==> src/rtl/syn_fifo_ctrl.sv <==
`default_nettype none
// ============================================================================
//  Module   : syn_fifo_ctrl
//  Purpose  : Pointer/flag controller that turns the syn_16x8 dual-port RAM
//             into a synchronous FIFO with occupancy and sticky error flags.
//  Revision : 1.0  initial release
// ============================================================================
module syn_fifo_ctrl #(
    parameter int RAM_WIDTH  = 8,
    parameter int RAM_DEPTH  = 16,
    parameter int ADDR_SIZE  = 4,
    parameter int AFULL_LVL  = 14,
    parameter int AEMPTY_LVL = 2
) (
    input  logic                 clk,
    input  logic                 reset,
    input  logic                 push,
    input  logic                 pop,
    input  logic [RAM_WIDTH-1:0] data_in,
    input  logic                 clr_err,
    output logic                 ram_write,
    output logic                 ram_read,
    output logic [ADDR_SIZE-1:0] ram_write_addr,
    output logic [ADDR_SIZE-1:0] ram_read_addr,
    output logic [RAM_WIDTH-1:0] ram_data_in,
    output logic [ADDR_SIZE:0]   count,
    output logic                 full,
    output logic                 empty,
    output logic                 almost_full,
    output logic                 almost_empty,
    output logic                 rd_valid,
    output logic                 overflow,
    output logic                 underflow
);

    localparam logic [ADDR_SIZE:0] c_DEPTH      = (ADDR_SIZE+1)'(RAM_DEPTH);
    localparam logic [ADDR_SIZE:0] c_AFULL_LVL  = (ADDR_SIZE+1)'(AFULL_LVL);
    localparam logic [ADDR_SIZE:0] c_AEMPTY_LVL = (ADDR_SIZE+1)'(AEMPTY_LVL);
    localparam logic [ADDR_SIZE:0] c_ONE        = (ADDR_SIZE+1)'(1);

    logic [ADDR_SIZE-1:0] r_wr_ptr;
    logic [ADDR_SIZE-1:0] r_rd_ptr;
    logic [ADDR_SIZE:0]   r_count;
    logic                 r_rd_valid;
    logic                 r_overflow;
    logic                 r_underflow;

    logic                 w_full;
    logic                 w_empty;
    logic                 w_push_ok;
    logic                 w_pop_ok;

    assign w_full    = (r_count == c_DEPTH);
    assign w_empty   = (r_count == '0);
    assign w_pop_ok  = pop & ~w_empty;
    // A push into a full FIFO is still legal when a pop frees the slot this cycle.
    assign w_push_ok = push & (~w_full | w_pop_ok);

    always_ff @(posedge clk) begin
        if (reset) begin
            r_wr_ptr    <= '0;
            r_rd_ptr    <= '0;
            r_count     <= '0;
            r_rd_valid  <= 1'b0;
            r_overflow  <= 1'b0;
            r_underflow <= 1'b0;
        end else begin
            r_rd_valid <= w_pop_ok;
            if (w_push_ok) r_wr_ptr <= r_wr_ptr + 1'b1;
            if (w_pop_ok)  r_rd_ptr <= r_rd_ptr + 1'b1;

            case ({w_push_ok, w_pop_ok})
                2'b10:   r_count <= r_count + c_ONE;
                2'b01:   r_count <= r_count - c_ONE;
                default: r_count <= r_count;
            endcase

            // Setting outranks clearing so an error in the clear cycle is not lost.
            if (push & w_full & ~pop) r_overflow <= 1'b1;
            else if (clr_err)         r_overflow <= 1'b0;

            if (pop & w_empty)        r_underflow <= 1'b1;
            else if (clr_err)         r_underflow <= 1'b0;
        end
    end

    assign ram_write      = w_push_ok;
    assign ram_read       = w_pop_ok;
    assign ram_write_addr = r_wr_ptr;
    assign ram_read_addr  = r_rd_ptr;
    assign ram_data_in    = data_in;
    assign count          = r_count;
    assign full           = w_full;
    assign empty          = w_empty;
    assign almost_full    = (r_count >= c_AFULL_LVL);
    assign almost_empty   = (r_count <= c_AEMPTY_LVL);
    assign rd_valid       = r_rd_valid;
    assign overflow       = r_overflow;
    assign underflow      = r_underflow;

endmodule
`default_nettype wire

==> config.mk <==
export PLATFORM = sky130hd
export DESIGN_NAME = syn_fifo_ctrl
export DESIGN_NICKNAME = d
export VERILOG_FILES = /design/src/rtl/syn_fifo_ctrl.sv
export SDC_FILE = /design/constraint.sdc
export NUM_CORES = 1
export LEC_CHECK = 0
export CAP_MARGIN = 0
export CORE_MARGIN = 2
export CORE_UTILIZATION = 42
export DETAILED_ROUTE_END_ITERATION = 6
export PLACE_DENSITY_LB_ADDON = 0.25
export REMOVE_ABC_BUFFERS = 1
export SYNTH_ARGS = -nofsm -noshare
export SYNTH_HDL_FRONTEND = slang
export SYNTH_SLANG_ARGS = --single-unit
==> constraint.sdc <==
create_clock -name clk -period 3.7 [get_ports clk]
set_clock_uncertainty 0.1 [all_clocks]
set_input_delay 0.74 -clock clk [delete_from_list [all_inputs] [get_ports clk]]
set_output_delay 0.74 -clock clk [all_outputs]
set_load 0.01 [all_outputs]
==> insert_results.sql, run 1 <==
INSERT INTO impl_metrics (metric_group, metric, value, unit) VALUES
('outcome', 'outcome', 'completed', ''),
('clock_network', 'insertion_delay', '0.28', 'ns'),
('floorplan', 'placement_rows', '17', ''),
('yosys', 'synth.top_cells.by_count', 'sky130_fd_sc_hd__nor2_1, sky130_fd_sc_hd__dfxtp_1, sky130_fd_sc_hd__buf_4', ''),
('drt', 'vias', '900', ''),
('floorplan', 'floorplan.initialDensity', '45.2', '%'),
('power', 'power-per-cell-area', '615', 'nW/um2'),
('sta', 'fmax', '315', 'MHz'),
('clock_network', 'holdBufCountCts', '0', ''),
('drt', 'vias_per_cell', '5.52', ''),
('yosys', 'netlist_area', '1010', 'um2'),
('clock_network', 'clockBufferDepth', '2', ''),
('grt', 'grt_max_degree', '20', ''),
('drt', 'remaining_antenna_violation_count_after_routing', '0', ''),
('critical_path', 'timing.critical_path.to_type', 'output port', ''),
('yosys', 'synth.most_common_cell', 'sky130_fd_sc_hd__nor2_1', ''),
('sta', 'count_of_final_hold_check_violations', '0', ''),
('sta', 'timing.hold.ws', '0.395', 'ns'),
('sta', 'timing_worst_slew_pin_value', '0.670', 'ns'),
('grt', 'grt_overflow', '0', ''),
('floorplan', 'core_area', '2230', 'um2'),
('grt', 'grt_antenna_before_repair', '0', ''),
('placement', 'hpwl_dp', '1550', 'um'),
('yosys', 'yosys_register_bits', '16', ''),
('sta', 'final.period_utilization', '85.8', '%'),
('yosys', 'yosysWarningCount', '0', ''),
('critical_path', 'critPathArrivalTime', '2.33', 'ns'),
('grt', 'grt_pass1_vias', '832', ''),
('sta', 'rsz0062_at_grt', 'no', ''),
('clock_network', 'cts_max_level', '1', ''),
('drt', 'detail_route.drc_violations', '0', ''),
('drt', 'detailedRoute.firstIterationViolations', '13', ''),
('critical_path', 'critical_path_class', 'reg -> out', ''),
('clock_network', 'tritoncts_clock_tree', 'yes', ''),
('sta', 'final.setup.tns', '0', 'ns'),
('drt', 'detail_route.first_pass.iterations', '4', ''),
('yosys', 'synth-edff-count', '0', ''),
('critical_path', 'crit_slowest_cell', 'sky130_fd_sc_hd__or4_1', ''),
('power', 'peakVddDrop', '331', 'uV'),
('yosys', 'post-synth-top-area-fraction', '31.7', '%'),
('final_layout', 'post_route_cells_drive_above_1_share', '9.63', '%'),
('drt', 'routed_wl', '2130', 'um'),
('sta', 'post-route-min-period', '3.17', 'ns'),
('critical_path', 'timing.critical_path.from_type', 'flop', ''),
('job', 'timing.max_cap.violations', '0', ''),
('final_layout', 'fillCellCount', '219', ''),
('yosys', 'syn_area_per_cell', '8.49', 'um2'),
('yosys', 'yosysTopAreaCell', 'sky130_fd_sc_hd__dfxtp_1', ''),
('clock_network', 'postCtsSetupBuffers', '0', ''),
('sta', 'finalSetupViolations', '0', ''),
('sta', 'worst_slew_margin_rel', '55.2', '%'),
('critical_path', 'worstPathMaxFanout', '10', ''),
('clock_network', 'clkTransAtPathRegs', '0.08', 'ns'),
('yosys', 'netlist_instances', '119', ''),
('placement', 'io_port_bufs', '26', ''),
('critical_path', 'critPathRequiredTime', '2.86', 'ns'),
('floorplan', 'floorplan.die_area', '2810', 'um2'),
('grt', 'gr-usage-all-layers', '16.9', '%'),
('drt', 'met1_length', '913', 'um'),
('power', 'leakage_power', '0.508', 'nW'),
('yosys', 'post_synth_main_area_contributors', 'sky130_fd_sc_hd__dfxtp_1, sky130_fd_sc_hd__nor2_1, sky130_fd_sc_hd__buf_4', ''),
('yosys', 'yosys.cell_types.count', '41', ''),
('placement', 'gp_routability_congestion', '0.850', ''),
('critical_path', 'crit_path_max_incr_delay', '0.66', 'ns'),
('yosys', 'yosys_most_used_dff', 'sky130_fd_sc_hd__dfxtp_1', ''),
('floorplan', 'dieWidth', '53.0', 'um'),
('drt', 'met2WireLength', '995', 'um'),
('final_layout', 'n_antenna_cell', '0', ''),
('yosys', 'seq_area_frac_synth', '31.7', '%'),
('drt', 'avgRoutedWirePerCell', '13.1', 'um'),
('clock_network', 'postCtsResizedCells', '0', '');
-- report_power, final --
group / switching (mW) / total [mW] / internal [mW]
logic: 0.191 / 0.416 / 0.225
clock network: 0.0498 / 0.0875 / 0.0378
registers: 0.0603 / 0.267 / 0.206
total: 0.301 / 0.770 / 0.469
-- cells in the final DEF, fill, tap and decap left out, types with 2 or more instances in the layout --
| cell | instances |
|---|---|
| sky130_fd_sc_hd__mux2i_1 | 3 |
| sky130_fd_sc_hd__dfxtp_1 | 16 |
| sky130_fd_sc_hd__nor3_1 | 2 |
| sky130_fd_sc_hd__a22oi_1 | 2 |
| sky130_fd_sc_hd__clkbuf_4 | 3 |
| sky130_fd_sc_hd__nor2b_1 | 4 |
| sky130_fd_sc_hd__clkdlybuf4s50_1 | 26 |
| sky130_fd_sc_hd__buf_4 | 3 |
| sky130_fd_sc_hd__nand3_1 | 3 |
| sky130_fd_sc_hd__a21o_1 | 2 |
| sky130_fd_sc_hd__o21ai_0 | 5 |
| sky130_fd_sc_hd__ha_1 | 3 |
| sky130_fd_sc_hd__nor2_1 | 18 |
| sky130_fd_sc_hd__inv_1 | 4 |
| sky130_fd_sc_hd__nor4_1 | 2 |
| sky130_fd_sc_hd__nand2_1 | 3 |
| sky130_fd_sc_hd__xor2_1 | 6 |
| sky130_fd_sc_hd__and3_1 | 2 |
| sky130_fd_sc_hd__a21oi_1 | 4 |
| sky130_fd_sc_hd__o211ai_1 | 3 |
| sky130_fd_sc_hd__a211oi_1 | 2 |
-- logic make-up after synthesis --
| kind of cell | synth area share [%] |
|---|---|
| xor+xnor | 5.20 |
| compound gates | 17.6 |
| simple gates | 21.7 |
| buf+inv | 11.2 |
| flops | 31.7 |
| fa+ha+maj | 3.72 |
| mux | 8.92 |
-- per-layer routing --
layer  track usage [%]  up-vias
met5                 0        -
met4              6.84        0
met3              8.47        5
met2              25.8       40
met1              20.0      411
li1                  -      444
-- sequential cells by signal (all words and copies together), names as in the netlist --
name and flops:
underflow 1, ram_write_addr 4, rd_valid 1, count 5, overflow 1, ram_read_addr 4
-- through the flow --
step           utilization (%)  total power, mW  area [um2]  std cells  setup slack [ns]
5_1_grt                   56.1            0.825        1250        163             0.398
3_5_place_dp              55.1            0.686        1230        160             0.526
6_report                  56.1            0.770        1250        163             0.526
2_1_floorplan                -            0.499         912        103             0.681
4_1_cts                   56.1            0.776        1250        163             0.516
3_3_place_gp              55.1            0.677        1230        160             0.538
-- worst paths after layout --
path / start / to / slack, ns / cells past startpoint
setup reg to reg: count[0]$_SDFFE_PP0P_ / count[2]$_SDFFE_PP0P_ / 0.73 / 9
setup / recovery: count[0]$_SDFFE_PP0P_ / ram_read / 0.53 / 5
hold / removal: ram_write_addr[3]$_SDFFE_PP0P_ / ram_write_addr[3]$_SDFFE_PP0P_ / 0.40 / 2
hold reg to reg: ram_write_addr[3]$_SDFFE_PP0P_ / ram_write_addr[3]$_SDFFE_PP0P_ / 0.40 / 2
-- cell type report --
| cell class | count | area, um2 | area share, % |
|---|---|---|---|
| Inverter | 4 | 15.0 | 1.20 |
| Sequential cell | 16 | 320 | 25.6 |
| Tap cell | 28 | 35.0 | 2.80 |
| Multi-Input combinational cell | 83 | 577 | 46.1 |
| Clock buffer | 3 | 22.5 | 1.80 |
| Timing Repair Buffer | 29 | 283 | 22.6 |
-- critical path: cells and delay by family, from the launching register on --
kind	cells	cell delay, ns
simple gates	1	0.66
flops	1	0.41
compound gates	1	0.21
buf+inv	3	0.77
Power figures use the tool's default switching activity.
==> run 2: changes to the inputs <==
- CORE_UTILIZATION: 42 -> 43
- CTS_BUF_LIST: default -> sky130_fd_sc_hd__clkbuf_2
==> run 2 against run 1 <==
- flip-flop and latch count unchanged
- global-route usage grew 1.2 points
- maximum frequency decreased by 5.8%
- non-clock buffer count up 1
- via count up 3.1%
- utilization rose by 0.54 points
==> insert_results.sql, run 2 (same netlist as run 1, synthesis figures left out) <==
INSERT INTO impl_metrics (metric_group, metric, value, unit) VALUES
('critical_path', 'critical_path_class', 'reg -> out', ''),
('final_layout', 'total_area_of_multi_input_combinational_cells', '577', 'um2'),
('power', 'power-per-cell-area', '606', 'nW/um2'),
('critical_path', 'slack_of_the_worst_reg_to_reg_path', '0.56', 'ns'),
('clock_network', 'clkTransAtPathRegs', '0.14', 'ns'),
('final_layout', 'largest_register_ffs', '5', ''),
('sta', 'worst_slew_margin_rel', '52.3', '%'),
('sta', 'finalSetupViolations', '0', ''),
('critical_path', 'timing.critical_path.to_type', 'output port', ''),
('critical_path', 'worstPathMaxFanout', '9', ''),
('sta', 'final.setup.tns', '0', 'ns'),
('final_layout', 'design.final.nets', '154', ''),
('min_path', 'hold_class', 'reg -> reg', ''),
('min_path', 'min_from', 'ram_write_addr[3]$_SDFFE_PP0P_', ''),
('placement', 'numPlacedInstances', '161', ''),
('sta', 'setup_slack', '0.332', 'ns'),
('critical_path', 'reg2regPathDepth', '9', ''),
('power', 'comb_power_share', '55.7', '%'),
('power', 'power.share.sequential', '34.9', '%'),
('clock_network', 'clock-root-buffer', 'sky130_fd_sc_hd__clkbuf_2', ''),
('grt', 'gr-usage-all-layers', '18.1', '%'),
('placement', 'placement.cell_area', '1240', 'um2'),
('drt', 'vias', '928', ''),
('clock_network', 'cts_max_level', '1', ''),
('power', 'peakVddDrop', '340', 'uV'),
('drt', 'met1_length', '915', 'um'),
('sta', 'timing.hold.ws', '0.391', 'ns'),
('placement', 'place_ws', '0.519', 'ns'),
('drt', 'detail_route.first_pass.iterations', '4', ''),
('floorplan', 'placement_rows', '17', ''),
('power', 'intPower', '455', 'uW'),
('final_layout', 'layout.cell_area.non_filler', '1250', 'um2'),
('grt', 'global_route_wire_length_before_repair', '3770', 'um'),
('critical_path', 'critical_path.reg2reg.endpoint', 'count[2]$_SDFFE_PP0P_', ''),
('floorplan', 'floorplan.die_area', '2750', 'um2'),
('critical_path', 'critPathRequiredTime', '2.86', 'ns'),
('placement', 'io_port_bufs', '26', ''),
('drt', 'routed_wl', '2170', 'um'),
('critical_path', 'crit_chain', 'or4_1, buf_4, o31ai_4, inv_1, clkdlybuf4s50_1', ''),
('final_layout', 'finalNonFillerCells', '164', ''),
('critical_path', 'path_buf_inv', '3', ''),
('critical_path', 'critPathArrivalTime', '2.53', 'ns'),
('final_layout', 'post_route_cells_drive_above_1_share', '10.3', '%'),
('drt', 'avgRoutedWirePerCell', '13.2', 'um'),
('sta', 'count_of_final_hold_check_violations', '0', ''),
('power', 'totalPowerFinal', '759', 'uW'),
('drt', 'route.top_layer_used', 'met4', ''),
('floorplan', 'die_h', '52.5', 'um'),
('placement', 'hpwl_dp', '1620', 'um'),
('final_layout', 'n_antenna_cell', '0', ''),
('drt', 'detailedRoute.firstIterationViolations', '14', ''),
('grt', 'grt_overflow', '0', ''),
('outcome', 'outcome', 'completed', ''),
('final_layout', 'fillCellCount', '213', ''),
('critical_path', 'crit_path_max_incr_delay', '0.76', 'ns'),
('final_layout', 'leading_cell_type_in_the_layout_fill_and_taps_excluded', 'sky130_fd_sc_hd__clkdlybuf4s50_1', ''),
('clock_network', 'holdBufCountCts', '0', ''),
('final_layout', 'final_util', '56.6', '%'),
('final_layout', 'layout-area-overhead-vs-synth', '24.0', '%'),
('final_layout', 'commonest_cells_after_routing_fill_and_taps_aside', 'sky130_fd_sc_hd__clkdlybuf4s50_1, sky130_fd_sc_hd__nor2_1, sky130_fd_sc_hd__dfxtp_1', ''),
('clock_network', 'postCtsResizedCells', '0', ''),
('drt', 'detail_route.drc_violations', '0', ''),
('clock_network', 'insertion_delay', '0.28', 'ns'),
('floorplan', 'dieWidth', '52.5', 'um'),
('critical_path', 'timing.critical_path.from_type', 'flop', ''),
('clock_network', 'clkSinkCount', '16', ''),
('drt', 'met2WireLength', '991', 'um'),
('clock_network', 'postCtsSetupBuffers', '0', ''),
('min_path', 'hold_end', 'ram_write_addr[3]$_SDFFE_PP0P_', ''),
('floorplan', 'floorplan.initialDensity', '45.6', '%'),
('critical_path', 'crit_slowest_cell', 'sky130_fd_sc_hd__or4_1', ''),
('sta', 'timing_worst_slew_pin_value', '0.713', 'ns'),
('critical_path', 'reg2reg_from', 'count[3]$_SDFFE_PP0P_', ''),
('drt', 'wl_met3', '237', 'um'),
('sta', 'pins_over_slew_limit', '0', ''),
('drt', 'vias_per_cell', '5.66', ''),
('grt', 'grt_max_degree', '20', ''),
('floorplan', 'floorplan.io_pins', '43', ''),
('power', 'power.share.clock', '9.4', '%'),
('power', 'leakage_power', '0.511', 'nW'),
('final_layout', 'ff_latch_area', '320', 'um2'),
('power', 'switching_share', '40.1', '%'),
('job', 'timing.max_cap.violations', '0', ''),
('sta', 'post-route-min-period', '3.37', 'ns'),
('clock_network', 'clockBufferDepth', '2', ''),
('sta', 'rsz0062_at_grt', 'no', ''),
('power', 'net-switching-power', '304', 'uW'),
('drt', 'remaining_antenna_violation_count_after_routing', '0', ''),
('floorplan', 'core_area', '2210', 'um2'),
('clock_network', 'tritoncts_clock_tree', 'yes', ''),
('sta', 'fmax', '297', 'MHz'),
('grt', 'grt_pass1_vias', '860', ''),
('placement', 'gp_routability_congestion', '0.861', ''),
('critical_path', 'path_delay_family', 'buffers and inverters', ''),
('min_path', 'min_delay_path_depth', '2', ''),
('grt', 'grt_antenna_before_repair', '0', ''),
('clock_network', 'cts_buf_count', '3', ''),
('sta', 'final.period_utilization', '91.0', '%');
-- run 2: cell count changes in the layout (fill, tap and decap cells not counted) --
cell	change
sky130_fd_sc_hd__buf_4	+1
sky130_fd_sc_hd__clkbuf_2	+3
sky130_fd_sc_hd__clkbuf_4	-3
-- run 2: worst max path at each step --
stage | start | to | cells after the start
floorplan | count[3]$_SDFFE_PP0P_ | count[2]$_SDFFE_PP0P_ | 9
global placement | pop | count[4]$_SDFFE_PP0P_ | 10
detailed placement | pop | count[2]$_SDFFE_PP0P_ | 10
CTS | count[3]$_SDFFE_PP0P_ | ram_write | 5
global route | count[0]$_SDFFE_PP0P_ | ram_write | 5
finish | count[3]$_SDFFE_PP0P_ | ram_write | 5
-- run 2: power by group through the flow --
stage	Combinational (mW)	Clock, mW	Sequential [mW]
final	0.423	0.0709	0.265
after global routing	0.469	0.0811	0.272
after CTS	0.425	0.0757	0.264
after detailed placement	0.423	0	0.268
after global placement	0.421	0	0.268
after floorplan	0.227	0	0.272
-- run 2: worst reg2reg max path: stages (launching register included) --
cell and delay (ns):
sky130_fd_sc_hd__dfxtp_1 0.42, sky130_fd_sc_hd__or4_1 0.77, sky130_fd_sc_hd__nor2_1 0.28, sky130_fd_sc_hd__nor3_1 0.09, sky130_fd_sc_hd__a21o_1 0.17, sky130_fd_sc_hd__ha_1 0.23
sky130_fd_sc_hd__nor4b_1 0.28, sky130_fd_sc_hd__mux2i_1 0.12, sky130_fd_sc_hd__a211oi_1 0.27, sky130_fd_sc_hd__mux2_1 0.34
-- run 2: per-layer routing --
layer / global-route usage (%) / vias up
met2: 29.4 / 48
met5: 0 / -
met3: 7.71 / 4
met4: 5.13 / 0
li1: - / 445
met1: 21.7 / 431
-- run 2: final cells by class --
cell class	count	share of cell area (%)
clock buffers	3	1.20
flip-flops and latches	16	25.6
inverters	4	1.20
well taps	28	2.80
multi-input cells	83	46.1
repair buffers	30	23.2
==> run 3: changes to the inputs <==
- clock period: 3.7 -> 3.45 ns (I/O delays scaled with it)
==> run 3 against run 2 <==
- total power grew 7.0%
- critical path depth did not move
- register-to-register slack worse by 0.08 ns
- global-route usage decreased by 0.54 points
- design area is the same
- die area unchanged
- critical path type unchanged
- critical endpoint unchanged
- largest cell class unchanged
- highest routed layer unchanged
==> insert_results.sql, run 3 (same netlist as run 1, synthesis figures left out) <==
INSERT INTO impl_metrics (metric_group, metric, value, unit) VALUES
('floorplan', 'floorplan.io_pins', '43', ''),
('final_layout', 'leading_cell_type_in_the_layout_fill_and_taps_excluded', 'sky130_fd_sc_hd__clkdlybuf4s50_1', ''),
('job', 'timing.max_cap.violations', '0', ''),
('power', 'totalPowerFinal', '812', 'uW'),
('grt', 'grt_antenna_before_repair', '0', ''),
('clock_network', 'clockBufferDepth', '2', ''),
('power', 'peakVddDrop', '476', 'uV'),
('drt', 'detailedRoute.firstIterationViolations', '30', ''),
('drt', 'detail_route.first_pass.iterations', '4', ''),
('final_layout', 'layout.cell_area.non_filler', '1250', 'um2'),
('clock_network', 'clkSinkCount', '16', ''),
('drt', 'met1_length', '935', 'um'),
('critical_path', 'timing.critical_path.to_type', 'output port', ''),
('clock_network', 'tritoncts_clock_tree', 'yes', ''),
('placement', 'hpwl_dp', '1670', 'um'),
('clock_network', 'cts_max_level', '1', ''),
('min_path', 'min_delay_path_depth', '2', ''),
('placement', 'placement.cell_area', '1240', 'um2'),
('final_layout', 'design.final.nets', '154', ''),
('critical_path', 'worstPathMaxFanout', '9', ''),
('clock_network', 'holdBufCountCts', '0', ''),
('final_layout', 'total_area_of_multi_input_combinational_cells', '577', 'um2'),
('outcome', 'outcome', 'completed', ''),
('min_path', 'min_from', 'ram_write_addr[3]$_SDFFE_PP0P_', ''),
('sta', 'timing.hold.ws', '0.401', 'ns'),
('critical_path', 'critical_path_class', 'reg -> out', ''),
('critical_path', 'reg2reg_from', 'count[3]$_SDFFE_PP0P_', ''),
('sta', 'rsz0062_at_grt', 'no', ''),
('final_layout', 'largest_register_ffs', '5', ''),
('sta', 'worst_slew_margin_rel', '68.5', '%'),
('drt', 'wl_met3', '232', 'um'),
('grt', 'grt_overflow', '0', ''),
('sta', 'finalSetupViolations', '0', ''),
('drt', 'avgRoutedWirePerCell', '13.4', 'um'),
('drt', 'met2WireLength', '1010', 'um'),
('clock_network', 'postCtsSetupBuffers', '0', ''),
('power', 'leakage_power', '0.511', 'nW'),
('floorplan', 'core_area', '2210', 'um2'),
('floorplan', 'placement_rows', '17', ''),
('drt', 'remaining_antenna_violation_count_after_routing', '0', ''),
('grt', 'grt_pass1_vias', '829', ''),
('sta', 'final.setup.tns', '0', 'ns'),
('final_layout', 'post_route_cells_drive_above_1_share', '10.3', '%'),
('critical_path', 'critPathRequiredTime', '2.66', 'ns'),
('clock_network', 'cts_buf_count', '3', ''),
('final_layout', 'layout-area-overhead-vs-synth', '24.0', '%'),
('drt', 'vias_per_cell', '5.52', ''),
('critical_path', 'critical_path.reg2reg.endpoint', 'count[2]$_SDFFE_PP0P_', ''),
('critical_path', 'timing.critical_path.from_type', 'flop', ''),
('final_layout', 'fillCellCount', '224', ''),
('sta', 'post-route-min-period', '3.07', 'ns'),
('sta', 'count_of_final_hold_check_violations', '0', ''),
('final_layout', 'ff_latch_area', '320', 'um2'),
('critical_path', 'reg2regPathDepth', '9', ''),
('clock_network', 'insertion_delay', '0.27', 'ns'),
('placement', 'io_port_bufs', '26', ''),
('power', 'power-per-cell-area', '648', 'nW/um2'),
('final_layout', 'commonest_cells_after_routing_fill_and_taps_aside', 'sky130_fd_sc_hd__clkdlybuf4s50_1, sky130_fd_sc_hd__nor2_1, sky130_fd_sc_hd__dfxtp_1', ''),
('drt', 'detail_route.drc_violations', '0', ''),
('sta', 'pins_over_slew_limit', '0', ''),
('sta', 'final.period_utilization', '89.1', '%'),
('drt', 'route.top_layer_used', 'met4', ''),
('floorplan', 'dieWidth', '52.5', 'um'),
('floorplan', 'floorplan.initialDensity', '45.6', '%'),
('floorplan', 'floorplan.die_area', '2750', 'um2'),
('grt', 'grt_max_degree', '14', ''),
('clock_network', 'postCtsResizedCells', '0', ''),
('placement', 'gp_routability_congestion', '0.799', ''),
('final_layout', 'n_antenna_cell', '0', ''),
('grt', 'global_route_wire_length_before_repair', '3590', 'um'),
('clock_network', 'clkTransAtPathRegs', '0.13', 'ns'),
('critical_path', 'slack_of_the_worst_reg_to_reg_path', '0.48', 'ns'),
('floorplan', 'die_h', '52.5', 'um'),
('clock_network', 'clock-root-buffer', 'sky130_fd_sc_hd__clkbuf_2', ''),
('drt', 'vias', '905', ''),
('drt', 'routed_wl', '2190', 'um'),
('min_path', 'hold_class', 'reg -> reg', ''),
('grt', 'gr-usage-all-layers', '17.6', '%'),
('sta', 'fmax', '325', 'MHz'),
('min_path', 'hold_end', 'ram_write_addr[3]$_SDFFE_PP0P_', ''),
('critical_path', 'critPathArrivalTime', '2.28', 'ns'),
('sta', 'timing_worst_slew_pin_value', '0.471', 'ns');
[run 3: cell counts in the layout (fill, tap and decap cells not counted)]
No cell type changed its count.
[run 3: metrics by stage]
stage	instances	util (%)	worst slack, ns
global placement	161	55.9	0.367
floorplan	103	-	0.431
CTS	164	56.6	0.365
global route	164	56.6	0.207
finish	164	56.6	0.378
detailed placement	161	55.9	0.282
[run 3: routing by layer]
layer | vias up | GRT usage, %
met5 | - | 0
met4 | 0 | 4.27
met2 | 56 | 28.1
met1 | 396 | 20.8
li1 | 451 | -
met3 | 2 | 8.86
[run 3: cell type report]
cell class                      count  share of cell area, %
Clock buffer                        3                   1.20
Inverter                            4                   1.20
Multi-Input combinational cell     83                   46.1
Timing Repair Buffer               30                   23.2
Tap cell                           28                   2.80
Sequential cell                    16                   25.6
[run 3: power by group]
| part | leakage, nW | internal, mW | total [mW] | switching, mW |
|---|---|---|---|---|
| Clock | 0.0125 | 0.0237 | 0.0758 | 0.0520 |
| Combinational | 0.368 | 0.243 | 0.452 | 0.209 |
| Sequential | 0.131 | 0.221 | 0.284 | 0.0629 |
| Total | 0.511 | 0.488 | 0.812 | 0.324 |
[run 3: worst max-delay path by stage]
stage	endpoint	startpoint	cells after the start
global route	ram_write	count[0]$_SDFFE_PP0P_	5
finish	ram_write	count[3]$_SDFFE_PP0P_	5
CTS	ram_write	count[3]$_SDFFE_PP0P_	5
floorplan	count[2]$_SDFFE_PP0P_	count[3]$_SDFFE_PP0P_	9
detailed placement	count[2]$_SDFFE_PP0P_	pop	8
global placement	count[2]$_SDFFE_PP0P_	pop	8
[run 3: worst max-delay path, cell delays in order, from the launching register on]
cell and delay (ns):
sky130_fd_sc_hd__dfxtp_1 0.42, sky130_fd_sc_hd__or4_1 0.57, sky130_fd_sc_hd__buf_4 0.21, sky130_fd_sc_hd__o31ai_4 0.27
sky130_fd_sc_hd__inv_1 0.06, sky130_fd_sc_hd__clkdlybuf4s50_1 0.48
